`config.mk`:
```
export PLATFORM = sky130hd
export DESIGN_NAME = gin_scheduler_flat
export DESIGN_NICKNAME = d
export VERILOG_FILES = /design/src/rtl/gin_scheduler_if.sv /design/src/rtl/gin_scheduler.sv /design/src/flat_wrapper.sv
export SDC_FILE = /design/constraint.sdc
export NUM_CORES = 1
export LEC_CHECK = 0
export ABC_AREA = 1
export CORE_MARGIN = 4
export CORE_UTILIZATION = 50
export CTS_CLUSTER_DIAMETER = 120
export DETAILED_ROUTE_END_ITERATION = 16
export GPL_TIMING_DRIVEN = 0
export PLACE_DENSITY = 0.95
export SLEW_MARGIN = 20
export SYNTH_ARGS = -nofsm -noshare
export SYNTH_HDL_FRONTEND = slang
export SYNTH_SLANG_ARGS = --single-unit
```
`constraint.sdc`:
```
create_clock -name clk -period 1.8 [get_ports clk]
set_input_delay 0.18 -clock clk [delete_from_list [all_inputs] [get_ports clk]]
set_output_delay 0.18 -clock clk [all_outputs]
set_load 0.02 [all_outputs]
```
`src/rtl/gin_scheduler_if.sv`:
```
`default_nettype none
// ============================================================================
//  Module      : gin_scheduler_if
//  Description : Packet handshake and GIN bus signal bundle for the GIN
//                multicast scheduler.
//                master : scheduler side (accepts packets, drives the bus)
//                slave  : packet source plus bus side (offers packets,
//                         returns controller readiness)
//  Signals     : pkt_valid/pkt_tag/pkt_data/pkt_ready - upstream packet
//                handshake; bus_program/bus_scan_tag - scan chain
//                programming; bus_enable/bus_tag/bus_data - packet issue;
//                bus_ready - per-controller ready vector.
//  Revision    : 1.0 - initial release
// ============================================================================
interface gin_scheduler_if #(
    parameter int BITWIDTH        = 16,
    parameter int TAG_LENGTH      = 4,
    parameter int NUM_CONTROLLERS = 10
);
    logic                       pkt_valid;
    logic [TAG_LENGTH-1:0]      pkt_tag;
    logic [BITWIDTH-1:0]        pkt_data;
    logic                       pkt_ready;
    logic                       bus_program;
    logic [TAG_LENGTH-1:0]      bus_scan_tag;
    logic                       bus_enable;
    logic [TAG_LENGTH-1:0]      bus_tag;
    logic [BITWIDTH-1:0]        bus_data;
    logic [NUM_CONTROLLERS-1:0] bus_ready;

    modport master (
        input  pkt_valid, pkt_tag, pkt_data, bus_ready,
        output pkt_ready, bus_program, bus_scan_tag, bus_enable, bus_tag, bus_data
    );

    modport slave (
        output pkt_valid, pkt_tag, pkt_data, bus_ready,
        input  pkt_ready, bus_program, bus_scan_tag, bus_enable, bus_tag, bus_data
    );
endinterface
`default_nettype wire

```
`src/rtl/gin_scheduler.sv`:
```
`default_nettype none
// ============================================================================
//  Module      : gin_scheduler
//  Description : Sequencing controller for the GIN multicast bus. Programs
//                the controller tag scan chain from a parallel tag table,
//                then issues (tag, data) packets as one-cycle bus enables
//                whenever every multicast controller reports ready.
//  Ports       : clk          - clock, rising edge
//                rstb         - synchronous active-high reset
//                cfg_start    - one-cycle request to (re)program the chain
//                cfg_tags     - tag table, slice i is controller i's tag
//                cfg_done     - high while the chain is programmed (RUN)
//                stall_cycles - saturating stall counter
//                gin          - packet handshake and bus signals (master)
//  Options     : GIN_STALL_CNT_EN - builds the stall counter; otherwise
//                stall_cycles is tied to zero.
//  Revision    : 1.0 - initial release
// ============================================================================
module gin_scheduler #(
    parameter int BITWIDTH        = 16,
    parameter int TAG_LENGTH      = 4,
    parameter int NUM_CONTROLLERS = 10
) (
    input  wire logic                                  clk,
    input  wire logic                                  rstb,
    input  wire logic                                  cfg_start,
    input  wire logic [TAG_LENGTH*NUM_CONTROLLERS-1:0] cfg_tags,
    output logic                                       cfg_done,
    output logic [15:0]                                stall_cycles,
    gin_scheduler_if.master                            gin
);

    localparam int c_CNT_W = $clog2(NUM_CONTROLLERS) + 1;
    localparam int c_TBL_W = TAG_LENGTH * NUM_CONTROLLERS;
    localparam logic [c_CNT_W-1:0] c_LAST_K = c_CNT_W'(NUM_CONTROLLERS - 1);

    typedef enum logic [1:0] {
        ST_IDLE    = 2'd0,
        ST_PROGRAM = 2'd1,
        ST_RUN     = 2'd2
    } state_t;

    state_t                 state_q, state_d;
    logic [c_CNT_W-1:0]     k_q, k_d;
    // Latched tag table, kept as a shift register: the top slice is always
    // the next tag to shift, so slice (N-1-k) is emitted on PROGRAM cycle k.
    logic [c_TBL_W-1:0]     tags_q, tags_d;
    logic                   program_q, program_d;
    logic [TAG_LENGTH-1:0]  scan_tag_q, scan_tag_d;
    logic                   enable_q, enable_d;
    logic [TAG_LENGTH-1:0]  tag_q, tag_d;
    logic [BITWIDTH-1:0]    data_q, data_d;
    logic                   done_q, done_d;

    logic w_pkt_ready;
    logic w_pkt_accept;
    logic w_cfg_accept;

    // The ~enable term leaves a gap cycle after every issue so controllers
    // have time to drop ready before the next packet is considered.
    assign w_pkt_ready  = (state_q == ST_RUN) & (&gin.bus_ready) & ~enable_q & ~cfg_start;
    assign w_pkt_accept = gin.pkt_valid & w_pkt_ready;
    assign w_cfg_accept = cfg_start & ((state_q == ST_IDLE) |
                                       ((state_q == ST_RUN) & ~enable_q));

    always_comb begin
        state_d    = state_q;
        k_d        = k_q;
        tags_d     = tags_q;
        program_d  = 1'b0;
        scan_tag_d = scan_tag_q;
        enable_d   = 1'b0;
        tag_d      = tag_q;
        data_d     = data_q;
        done_d     = done_q;

        case (state_q)
            ST_IDLE: begin
                done_d = 1'b0;
            end
            ST_PROGRAM: begin
                if (k_q == c_LAST_K) begin
                    state_d = ST_RUN;
                    done_d  = 1'b1;
                end else begin
                    k_d        = k_q + c_CNT_W'(1);
                    program_d  = 1'b1;
                    scan_tag_d = tags_q[c_TBL_W-1 -: TAG_LENGTH];
                    tags_d     = tags_q << TAG_LENGTH;
                end
            end
            ST_RUN: begin
                if (w_pkt_accept) begin
                    enable_d = 1'b1;
                    tag_d    = gin.pkt_tag;
                    data_d   = gin.pkt_data;
                end
            end
            default: begin
                state_d = ST_IDLE;
            end
        endcase

        // Start programming straight from the incoming table so the first
        // (farthest) tag is already on the bus in PROGRAM cycle 0.
        if (w_cfg_accept) begin
            state_d    = ST_PROGRAM;
            k_d        = '0;
            program_d  = 1'b1;
            scan_tag_d = cfg_tags[c_TBL_W-1 -: TAG_LENGTH];
            tags_d     = cfg_tags << TAG_LENGTH;
            done_d     = 1'b0;
        end
    end

    always_ff @(posedge clk) begin
        if (rstb) begin
            state_q    <= ST_IDLE;
            k_q        <= '0;
            tags_q     <= '0;
            program_q  <= 1'b0;
            scan_tag_q <= '0;
            enable_q   <= 1'b0;
            tag_q      <= '0;
            data_q     <= '0;
            done_q     <= 1'b0;
        end else begin
            state_q    <= state_d;
            k_q        <= k_d;
            tags_q     <= tags_d;
            program_q  <= program_d;
            scan_tag_q <= scan_tag_d;
            enable_q   <= enable_d;
            tag_q      <= tag_d;
            data_q     <= data_d;
            done_q     <= done_d;
        end
    end

`ifdef GIN_STALL_CNT_EN
    logic [15:0] stall_q, stall_d;

    always_comb begin
        stall_d = stall_q;
        if (w_cfg_accept) begin
            stall_d = '0;
        end else if ((state_q == ST_RUN) && gin.pkt_valid && !w_pkt_ready &&
                     (stall_q != 16'hFFFF)) begin
            stall_d = stall_q + 16'd1;
        end
    end

    always_ff @(posedge clk) begin
        if (rstb) begin
            stall_q <= '0;
        end else begin
            stall_q <= stall_d;
        end
    end

    assign stall_cycles = stall_q;
`else
    assign stall_cycles = '0;
`endif

    assign cfg_done         = done_q;
    assign gin.pkt_ready    = w_pkt_ready;
    assign gin.bus_program  = program_q;
    assign gin.bus_scan_tag = scan_tag_q;
    assign gin.bus_enable   = enable_q;
    assign gin.bus_tag      = tag_q;
    assign gin.bus_data     = data_q;

endmodule
`default_nettype wire

```
`src/flat_wrapper.sv`:
```
// flat-port wrapper written by rule: the top's interface ports become plain ports
module gin_scheduler_flat 
#(
    parameter int BITWIDTH        = 16,
    parameter int TAG_LENGTH      = 4,
    parameter int NUM_CONTROLLERS = 10
)
  (clk, rstb, cfg_start, cfg_tags, cfg_done, stall_cycles, gin_pkt_valid, gin_pkt_tag, gin_pkt_data, gin_bus_ready, gin_pkt_ready, gin_bus_program, gin_bus_scan_tag, gin_bus_enable, gin_bus_tag, gin_bus_data);
  gin_scheduler_if #(.BITWIDTH(BITWIDTH), .TAG_LENGTH(TAG_LENGTH), .NUM_CONTROLLERS(NUM_CONTROLLERS)) gin_i ();
  input  wire logic clk;
  input  wire logic rstb;
  input  wire logic cfg_start;
  input  wire logic [TAG_LENGTH*NUM_CONTROLLERS-1:0] cfg_tags;
  output logic cfg_done;
  output logic [15:0] stall_cycles;
  input wire logic [$bits(gin_i.pkt_valid)-1:0] gin_pkt_valid;
  input wire logic [$bits(gin_i.pkt_tag)-1:0] gin_pkt_tag;
  input wire logic [$bits(gin_i.pkt_data)-1:0] gin_pkt_data;
  input wire logic [$bits(gin_i.bus_ready)-1:0] gin_bus_ready;
  output wire logic [$bits(gin_i.pkt_ready)-1:0] gin_pkt_ready;
  output wire logic [$bits(gin_i.bus_program)-1:0] gin_bus_program;
  output wire logic [$bits(gin_i.bus_scan_tag)-1:0] gin_bus_scan_tag;
  output wire logic [$bits(gin_i.bus_enable)-1:0] gin_bus_enable;
  output wire logic [$bits(gin_i.bus_tag)-1:0] gin_bus_tag;
  output wire logic [$bits(gin_i.bus_data)-1:0] gin_bus_data;
  assign gin_i.pkt_valid = gin_pkt_valid;
  assign gin_i.pkt_tag = gin_pkt_tag;
  assign gin_i.pkt_data = gin_pkt_data;
  assign gin_i.bus_ready = gin_bus_ready;
  assign gin_pkt_ready = gin_i.pkt_ready;
  assign gin_bus_program = gin_i.bus_program;
  assign gin_bus_scan_tag = gin_i.bus_scan_tag;
  assign gin_bus_enable = gin_i.bus_enable;
  assign gin_bus_tag = gin_i.bus_tag;
  assign gin_bus_data = gin_i.bus_data;
  gin_scheduler #(.BITWIDTH(BITWIDTH), .TAG_LENGTH(TAG_LENGTH), .NUM_CONTROLLERS(NUM_CONTROLLERS)) u_core (.clk(clk), .rstb(rstb), .cfg_start(cfg_start), .cfg_tags(cfg_tags), .cfg_done(cfg_done), .stall_cycles(stall_cycles), .gin(gin_i));
endmodule
```
=== Word-level counts from Yosys, hierarchy flattened ===
Index checks and enable logic that the tools add are counted.

* Flip-flop bits (word level): 70
* Input port bits: 74
* Output and inout port bits: 44

* Equality and inequality tests: 7
* Add/subtract/negate cells: 1
* Bitwise operators: 12
* Mux-type cells: 15
* Reductions and logical operators: 13

{| class="wikitable"
|+ Operators by type and width
! cell !! count
|-
| 40-bit two-way mux || 3
|-
| 4-bit two-way mux || 3
|-
| 2-bit AND reduction || 6
|-
| 10-bit AND reduction || 1
|-
| 1-bit AND || 6
|-
| 1-bit two-way mux || 6
|-
| 2-bit by 1-bit != test with 1-bit output, second input constant || 3
|-
| 2-bit OR reduction || 3
|-
| 5-bit by 1-bit adder with 5-bit output, second input constant || 1
|-
| 5-bit by 4-bit equality test with 1-bit output, second input constant || 1
|-
| 1-bit inverter || 5
|-
| 2-bit case mux with 2 select lines || 1
|-
| 2-bit nonzero test || 2
|-
| 3-bit by 1-bit != test with 1-bit output, second input constant || 1
|-
| 2-bit by 1-bit equality test with 1-bit output, second input constant || 1
|-
| 2-bit equality test, second input constant || 1
|-
| 2-bit logical NOT || 1
|-
| 2-bit two-way mux || 1
|-
| 1-bit case mux with 2 select lines || 1
|-
| 1-bit bitwise OR || 1
|}

=== Longest topological paths before layout ===
Gate-level depths: netlist of the first run.

* Word-level depth: 6
* Mapped depth: 9
* Depth with buffers taken out: 8

=== Worst setup path before layout of the first run ===
Ideal clock, no wire load.

* Path type: flip-flop to output port
* Start: reg u_core.enable_q, in the netlist u_core.gin.bus_enable
* End: out gin_pkt_ready
* Required time: 1.620 ns
* Path buffers: 0
* Slack: 0.318 ns
* Data arrival time: 1.302 ns
* Stages on the path, launching flop included: 3
* Cells stage by stage: dfxtp_1 > nand3b_1 > nor4_1

* Longest elaborated chain between the ends: 3

{| class="wikitable"
|+ RTL lines
! item !! line !! RTL
|-
| from (decl) || gin_scheduler.sv:50 || <nowiki>logic enable_q, enable_d;</nowiki>
|-
| from (signal assigned) || gin_scheduler.sv:133 || <nowiki>enable_q <= enable_d;</nowiki>
|-
| 1-bit inverter || gin_scheduler.sv:61 || <nowiki>assign w_pkt_ready = (state_q == ST_RUN) & (&gin.bus_ready) & ~enable_q & ~cfg_start;</nowiki>
|-
| 1-bit AND (2 in series) || gin_scheduler.sv:61 ||
|-
| to (decl) || flat_wrapper.sv:20 || <nowiki>output wire logic [$bits(gin_i.pkt_ready)-1:0] gin_pkt_ready;</nowiki>
|}

Every way passes these cells.

=== Worst setup path after layout of the first run ===
Ends and elaborated chain as after synthesis.

==> metrics.txt, run 1 <==
YS warnings 0; worst-skew pair later-pin latency 0.33 ns; Arr. time, crit path 1.52 ns; # diodes 0; initial antenna violation count 0; Iter 0 DRT Violations 388; cell family contributing the most delay on the critical path simple AND/OR/NAND/NOR gates; first-pass GRT wire length 16800 um; hold_sp cfg_tags[2]; average wire per standard cell 13.6 um; Area growth syn-to-layout 37.6%; core area 0.00694 mm^2; VDD IR-drop max 406 uV; Hold Path Class in -> reg; GP Congestion 0.881; Seq/Total Area, Yosys 38.4%; Period minus WS final 1.70 ns; num rows 30; Final Hold Fails 0; TritonCTS clock tree built; post-cts hold buffer count 0; Syn Area/Cell 6.52 um^2; Fillers 525; Netlist Area Pre-Place around 0.0037 mm^2; Hold EP u_core.tags_q[6]; Setup crit start kind flip-flop; final setup violating endpoints 0; Synth top area share 38.4%; die height 93.5 um; Reg-to-Reg Start u_core.k_q[1]; FF-to-FF path depth 9; most common cell after layout, fill and taps aside nand3_1; Max Cap Violations 0; GRT Util Overall 24.3%; root buffer cell clkbuf_8; fin crit share 94.4%; crit path max-delay cell type dfxtp_1; IO Count 118; worst hold stages 3; P per Cell Area 697 mW/mm^2; maximum number of pins on one net before global-route repair 11; total wire length 10700 um; Syn Inst Count 560; CP Class reg -> out; Netlist cell types 27; Clock Tree Buf Depth 2; crit path max fanout 4; Worst R2R End u_core.tags_q[8]; DRC Markers 0; setup ws final 0.101 ns; synth top area cells dfxtp_1 (38%), nand3_1 (18%), nand2_1 (12%); Synth Register Bits 70; DIE WIDTH 93.5 um; f_max 588 MHz; worst path bufs/invs 1; Final ANT Viol Nets 0; H-Tree Depth 3; crit end category output pin; pre-CTS WS -0.205 ns; port buffer count 101; clk_skew 0.00739 ns; share of cells above drive strength 1 8.68%; DR vias 3926; DR pass1 iterations 5; via/cell ratio about 5; Num CTS Buffers 9; P_leak ~2.4 nW; critical path's largest stage delay 0.36 ns; CP Cell Sequence nand3b_1 > nor4_1 > dlygate4sd1_1; final core utilization 72.4%; vias in the first global route approximately 3700; critical path required time 1.62 ns; fin. max-slew vios 0; unrepaired setup endpoints after global routing no; # clock sinks 70; Initial Util 52.6%; reg-to-reg slack, setup 0.26 ns; die area 0.00874 mm^2; Final nets 763; total power draw 0.00350 W; outcome finished clean; post-DP HPWL just over 8000 um; leading area contributor after synthesis dfxtp_1; most frequent cells in the layout nand3_1 (135), nand2_1 (117), inv_1 (105); total grt overflow 0; clock-pin slew on the worst setup and hold paths 0.07 ns
[kinds of logic (layout without fill, tap and decap cells)]
| kind of cell | after synthesis | count (layout) | share of synthesized area, % |
|---|---|---|---|
| fa+ha+maj | 2 | 2 | 0.685 |
| simple gates | 293 | 293 | 35.6 |
| flops | 70 | 70 | 38.4 |
| buf+inv | 158 | 274 | 20.0 |
| other cells | 1 | 16 | 0.103 |
| xor+xnor | 2 | 2 | 0.480 |
| compound gates | 34 | 34 | 4.76 |
[state kept, by name (all words and copies together) (netlist names)]
| name | flops |
|---|---|
| u_core.gin.bus_tag | 4 |
| u_core.gin.bus_data | 16 |
| u_core.cfg_done | 1 |
| u_core.k_q | 5 |
| u_core.gin.bus_enable | 1 |
| u_core.gin.bus_program | 1 |
| u_core.gin.bus_scan_tag | 4 |
| u_core.state_q | 2 |
| u_core.tags_q | 36 |
[area by class of cell]
class | count | area, um^2 | share of cell area [%]
sequential | 70 | 1400 | 27.9
buffer | 50 | 327 | 6.50
inverter | 108 | 405 | 8.07
multi-input combinational | 347 | 1580 | 31.3
timing repair buffer | 101 | 1010 | 20.1
tap | 96 | 120 | 2.39
clock buffer | 15 | 186 | 3.71
[worst reg2reg max path, delay by kind of cell, from the launching register on]
kind | cells | cell delay, ns
simple gates | 4 | 0.37
flops | 1 | 0.39
buf+inv | 4 | 0.56
fa+ha+maj | 1 | 0.19
[report_power, final]
part	leakage (nW)	switching [W]	internal, W
clock	0.0958	0.000538	0.000646
sequential	0.572	0.0000458	0.00162
combinational	1.74	0.000344	0.000310
[cells in the mapped netlist, drive strengths merged]
library cell / number
nand3: 136
nand2: 118
inv: 107
dfxtp: 70
buf: 42
nor2: 34
a21oi: 32
clkbuf: 8
ha: 2
o21ai: 2
or2: 2
clkinv: 1
conb: 1
nand3b: 1
nand4: 1
nor4: 1
xnor2: 1
xor2: 1
[timing repair]
| item | 4_1_cts | 5_1_grt |
|---|---|---|
| setup endpoints to repair | 1 | 1 |
| gates resized for setup | 1 | 3 |
| buffers inserted | 0 | 0 |
| pin swaps | 0 | 0 |
[through the flow]
step / hold WS [ns] / setup TNS (ns) / cells / instance area [um^2]
6_report: 0.403 / 0 / 787 / 5030
5_1_grt: 0.404 / 0 / 787 / 5030
4_1_cts: 0.398 / 0 / 787 / 5020
3_5_place_dp: 0.455 / -0.205 / 772 / 4840
3_3_place_gp: 0.449 / -0.156 / 772 / 4840
2_1_floorplan: 0.328 / 0 / 575 / 3710
[worst max path at each step]
stage / end / cells past startpoint / startpoint
after detailed placement: gin_pkt_ready / 5 / cfg_start
after global placement: gin_pkt_ready / 5 / cfg_start
after floorplan: gin_pkt_ready / 2 / u_core.gin.bus_enable
after CTS: gin_pkt_ready / 3 / u_core.state_q[1]
after global routing: gin_pkt_ready / 4 / u_core.state_q[0]
final: gin_pkt_ready / 3 / u_core.gin.bus_enable
[layer usage]
metal	track usage (%)	wire, um	vias to the layer above
met4	12.9	378	0
met5	0	0	-
met3	2.90	697	33
li1	-	-	1950
met2	42.8	5640	150
met1	28.5	3980	1793
No activity file was read; power rests on OpenSTA's default activity.
==> run 2: changes to the inputs <==
- CTS_BUF_LIST: not set -> sky130_fd_sc_hd__clkbuf_8 sky130_fd_sc_hd__clkbuf_16
==> metrics.txt, run 2 (same netlist as run 1, synthesis figures left out) <==
outcome finished clean; Final Hold Fails 0 (unchanged); post-DP HPWL 8190 um (unchanged); most frequent cells in the layout nand3_1 (135), nand2_1 (117), inv_1 (107); Worst R2R End u_core.tags_q[8]; Initial Util 52.6% (unchanged); Final nets 763 (unchanged); Setup crit start kind flip-flop; CP Class reg -> out; num rows 30 (unchanged); crit path max fanout 4 (unchanged); pre-CTS WS -0.205 ns (unchanged); first-pass GRT wire length 16800 um (unchanged); fin. max-slew vios 0 (unchanged); maximum number of pins on one net before global-route repair 11 (unchanged); Arr. time, crit path 1.52 ns (about the same); FF-to-FF path depth 9 (unchanged); Inst Count DP 772 (unchanged); Area growth syn-to-layout 37.6% (unchanged); worst hold stages 3 (unchanged); total grt overflow 0 (unchanged); TritonCTS clock tree built; vias in the first global route 3671 (unchanged); Fillers 525 (unchanged); reg-to-reg slack, setup 0.26 ns (about the same); die area 0.00874 mm^2 (unchanged); fin crit share 94.3% (-0.14 points); setup ws final 0.103 ns (+0.00244 ns); most common cell after layout, fill and taps aside nand3_1; Period minus WS final 1.70 ns (-0.00244 ns); Sequential Area 0.00140 mm^2 (unchanged); hold_sp cfg_tags[2]; GRT Util Overall 24.3% (unchanged); P per Cell Area 695 mW/mm^2 (-0.30%); Max Cap Violations 0 (unchanged); area of the multi-input gates 0.00158 mm^2 (unchanged); Post-CTS Repair Setup Buffers 0 (unchanged); average wire per standard cell 13.6 um (about the same); root buffer cell clkbuf_8; # clock sinks 70 (unchanged); critical path's largest stage delay 0.36 ns (about the same); clk_skew 0.00714 ns (-0.000248 ns); crit end category output pin; Reg-to-Reg Start u_core.k_q[1]; DRC Markers 0 (unchanged); Crit. Startpoint u_core.gin.bus_enable; number of flip-flops in the largest register 36 (unchanged); Clock Tree Buf Depth 2 (unchanged); total wire length 10700 um (about the same); share of cells above drive strength 1 8.68% (unchanged); Hold Path Class in -> reg; fin cells 787 (unchanged); post-cts hold buffer count 0 (unchanged); critical path required time 1.62 ns (about the same); H-Tree Depth 3 (unchanged); DR pass1 iterations 5 (unchanged); VDD IR-drop max 406 uV (about the same); crit path max-delay cell type dfxtp_1; DR vias 3923 (-0.076%); GP Congestion 0.881 (unchanged); post-cts resize count 1 (unchanged); die height 93.5 um (unchanged); port buffer count 101 (unchanged); f_max 589 MHz (+0.14%); # diodes 0 (unchanged); Hold EP u_core.tags_q[6]; IO Count 118 (unchanged); final setup violating endpoints 0 (unchanged); final core utilization 72.4% (unchanged); via/cell ratio 4.98 (about the same); Num CTS Buffers 9 (unchanged); unrepaired setup endpoints after global routing no; core area 0.00694 mm^2 (unchanged); clock-pin slew on the worst setup and hold paths 0.07 ns (about the same); worst-skew pair later-pin latency 0.33 ns (about the same); initial antenna violation count 0 (unchanged); Iter 0 DRT Violations 388 (unchanged); CP Cell Sequence nand3b_1 > nor4_1 > dlygate4sd1_1; Largest Register u_core.tags_q; DIE WIDTH 93.5 um (unchanged); P_leak 2.42 nW (+0.34%); Final ANT Viol Nets 0 (unchanged)
## run 2: per-stage QoR
step,hold WS (ns),area (um^2),power (W),TNS (ns)
floorplan,0.328,3710,0.00206,0
global placement,0.449,4840,0.00231,-0.156
detailed placement,0.455,4840,0.00234,-0.205
CTS,0.398,5020,0.00349,0
global route,0.404,5030,0.00365,0
finish,0.403,5030,0.00349,0
## run 2: worst max-delay path by stage
stage                    end  slack (ns)  cells after the start
3_5_place_dp   gin_pkt_ready       -0.21                      5
5_1_grt        gin_pkt_ready       0.008                      4
2_1_floorplan  gin_pkt_ready        0.32                      2
6_report       gin_pkt_ready        0.10                      3
4_1_cts        gin_pkt_ready        0.03                      3
3_3_place_gp   gin_pkt_ready       -0.16                      5
## run 2: critical path, delay by kind of cell, from the launching register on
kind	cells	cell delay, ns
simple gates	2	0.48
flops	1	0.36
buf+inv	1	0.35
## run 2: final cells by class
cell class                      count  area share (%)
Buffer                             50            6.50
Clock buffer                       13            3.56
Clock inverter                      2           0.149
Inverter                          108            8.07
Multi-Input combinational cell    347            31.3
Sequential cell                    70            27.9
Tap cell                           96            2.39
Timing Repair Buffer              101            20.1
## run 2: per-layer routing
layer	GRT usage (%)	routed length (um)
met4	12.9	378
met2	42.8	5640
met1	28.5	3980
met5	0	0
met3	2.90	697
## run 2: report_power, final
| part | total (W) | leakage, nW | switching [W] | internal (W) |
|---|---|---|---|---|
| combinational | 0.000655 | 1.74 | 0.000344 | 0.000310 |
| clock | 0.00117 | 0.104 | 0.000538 | 0.000635 |
| sequential | 0.00167 | 0.572 | 0.0000458 | 0.00162 |
| total | 0.00349 | 2.42 | 0.000929 | 0.00257 |
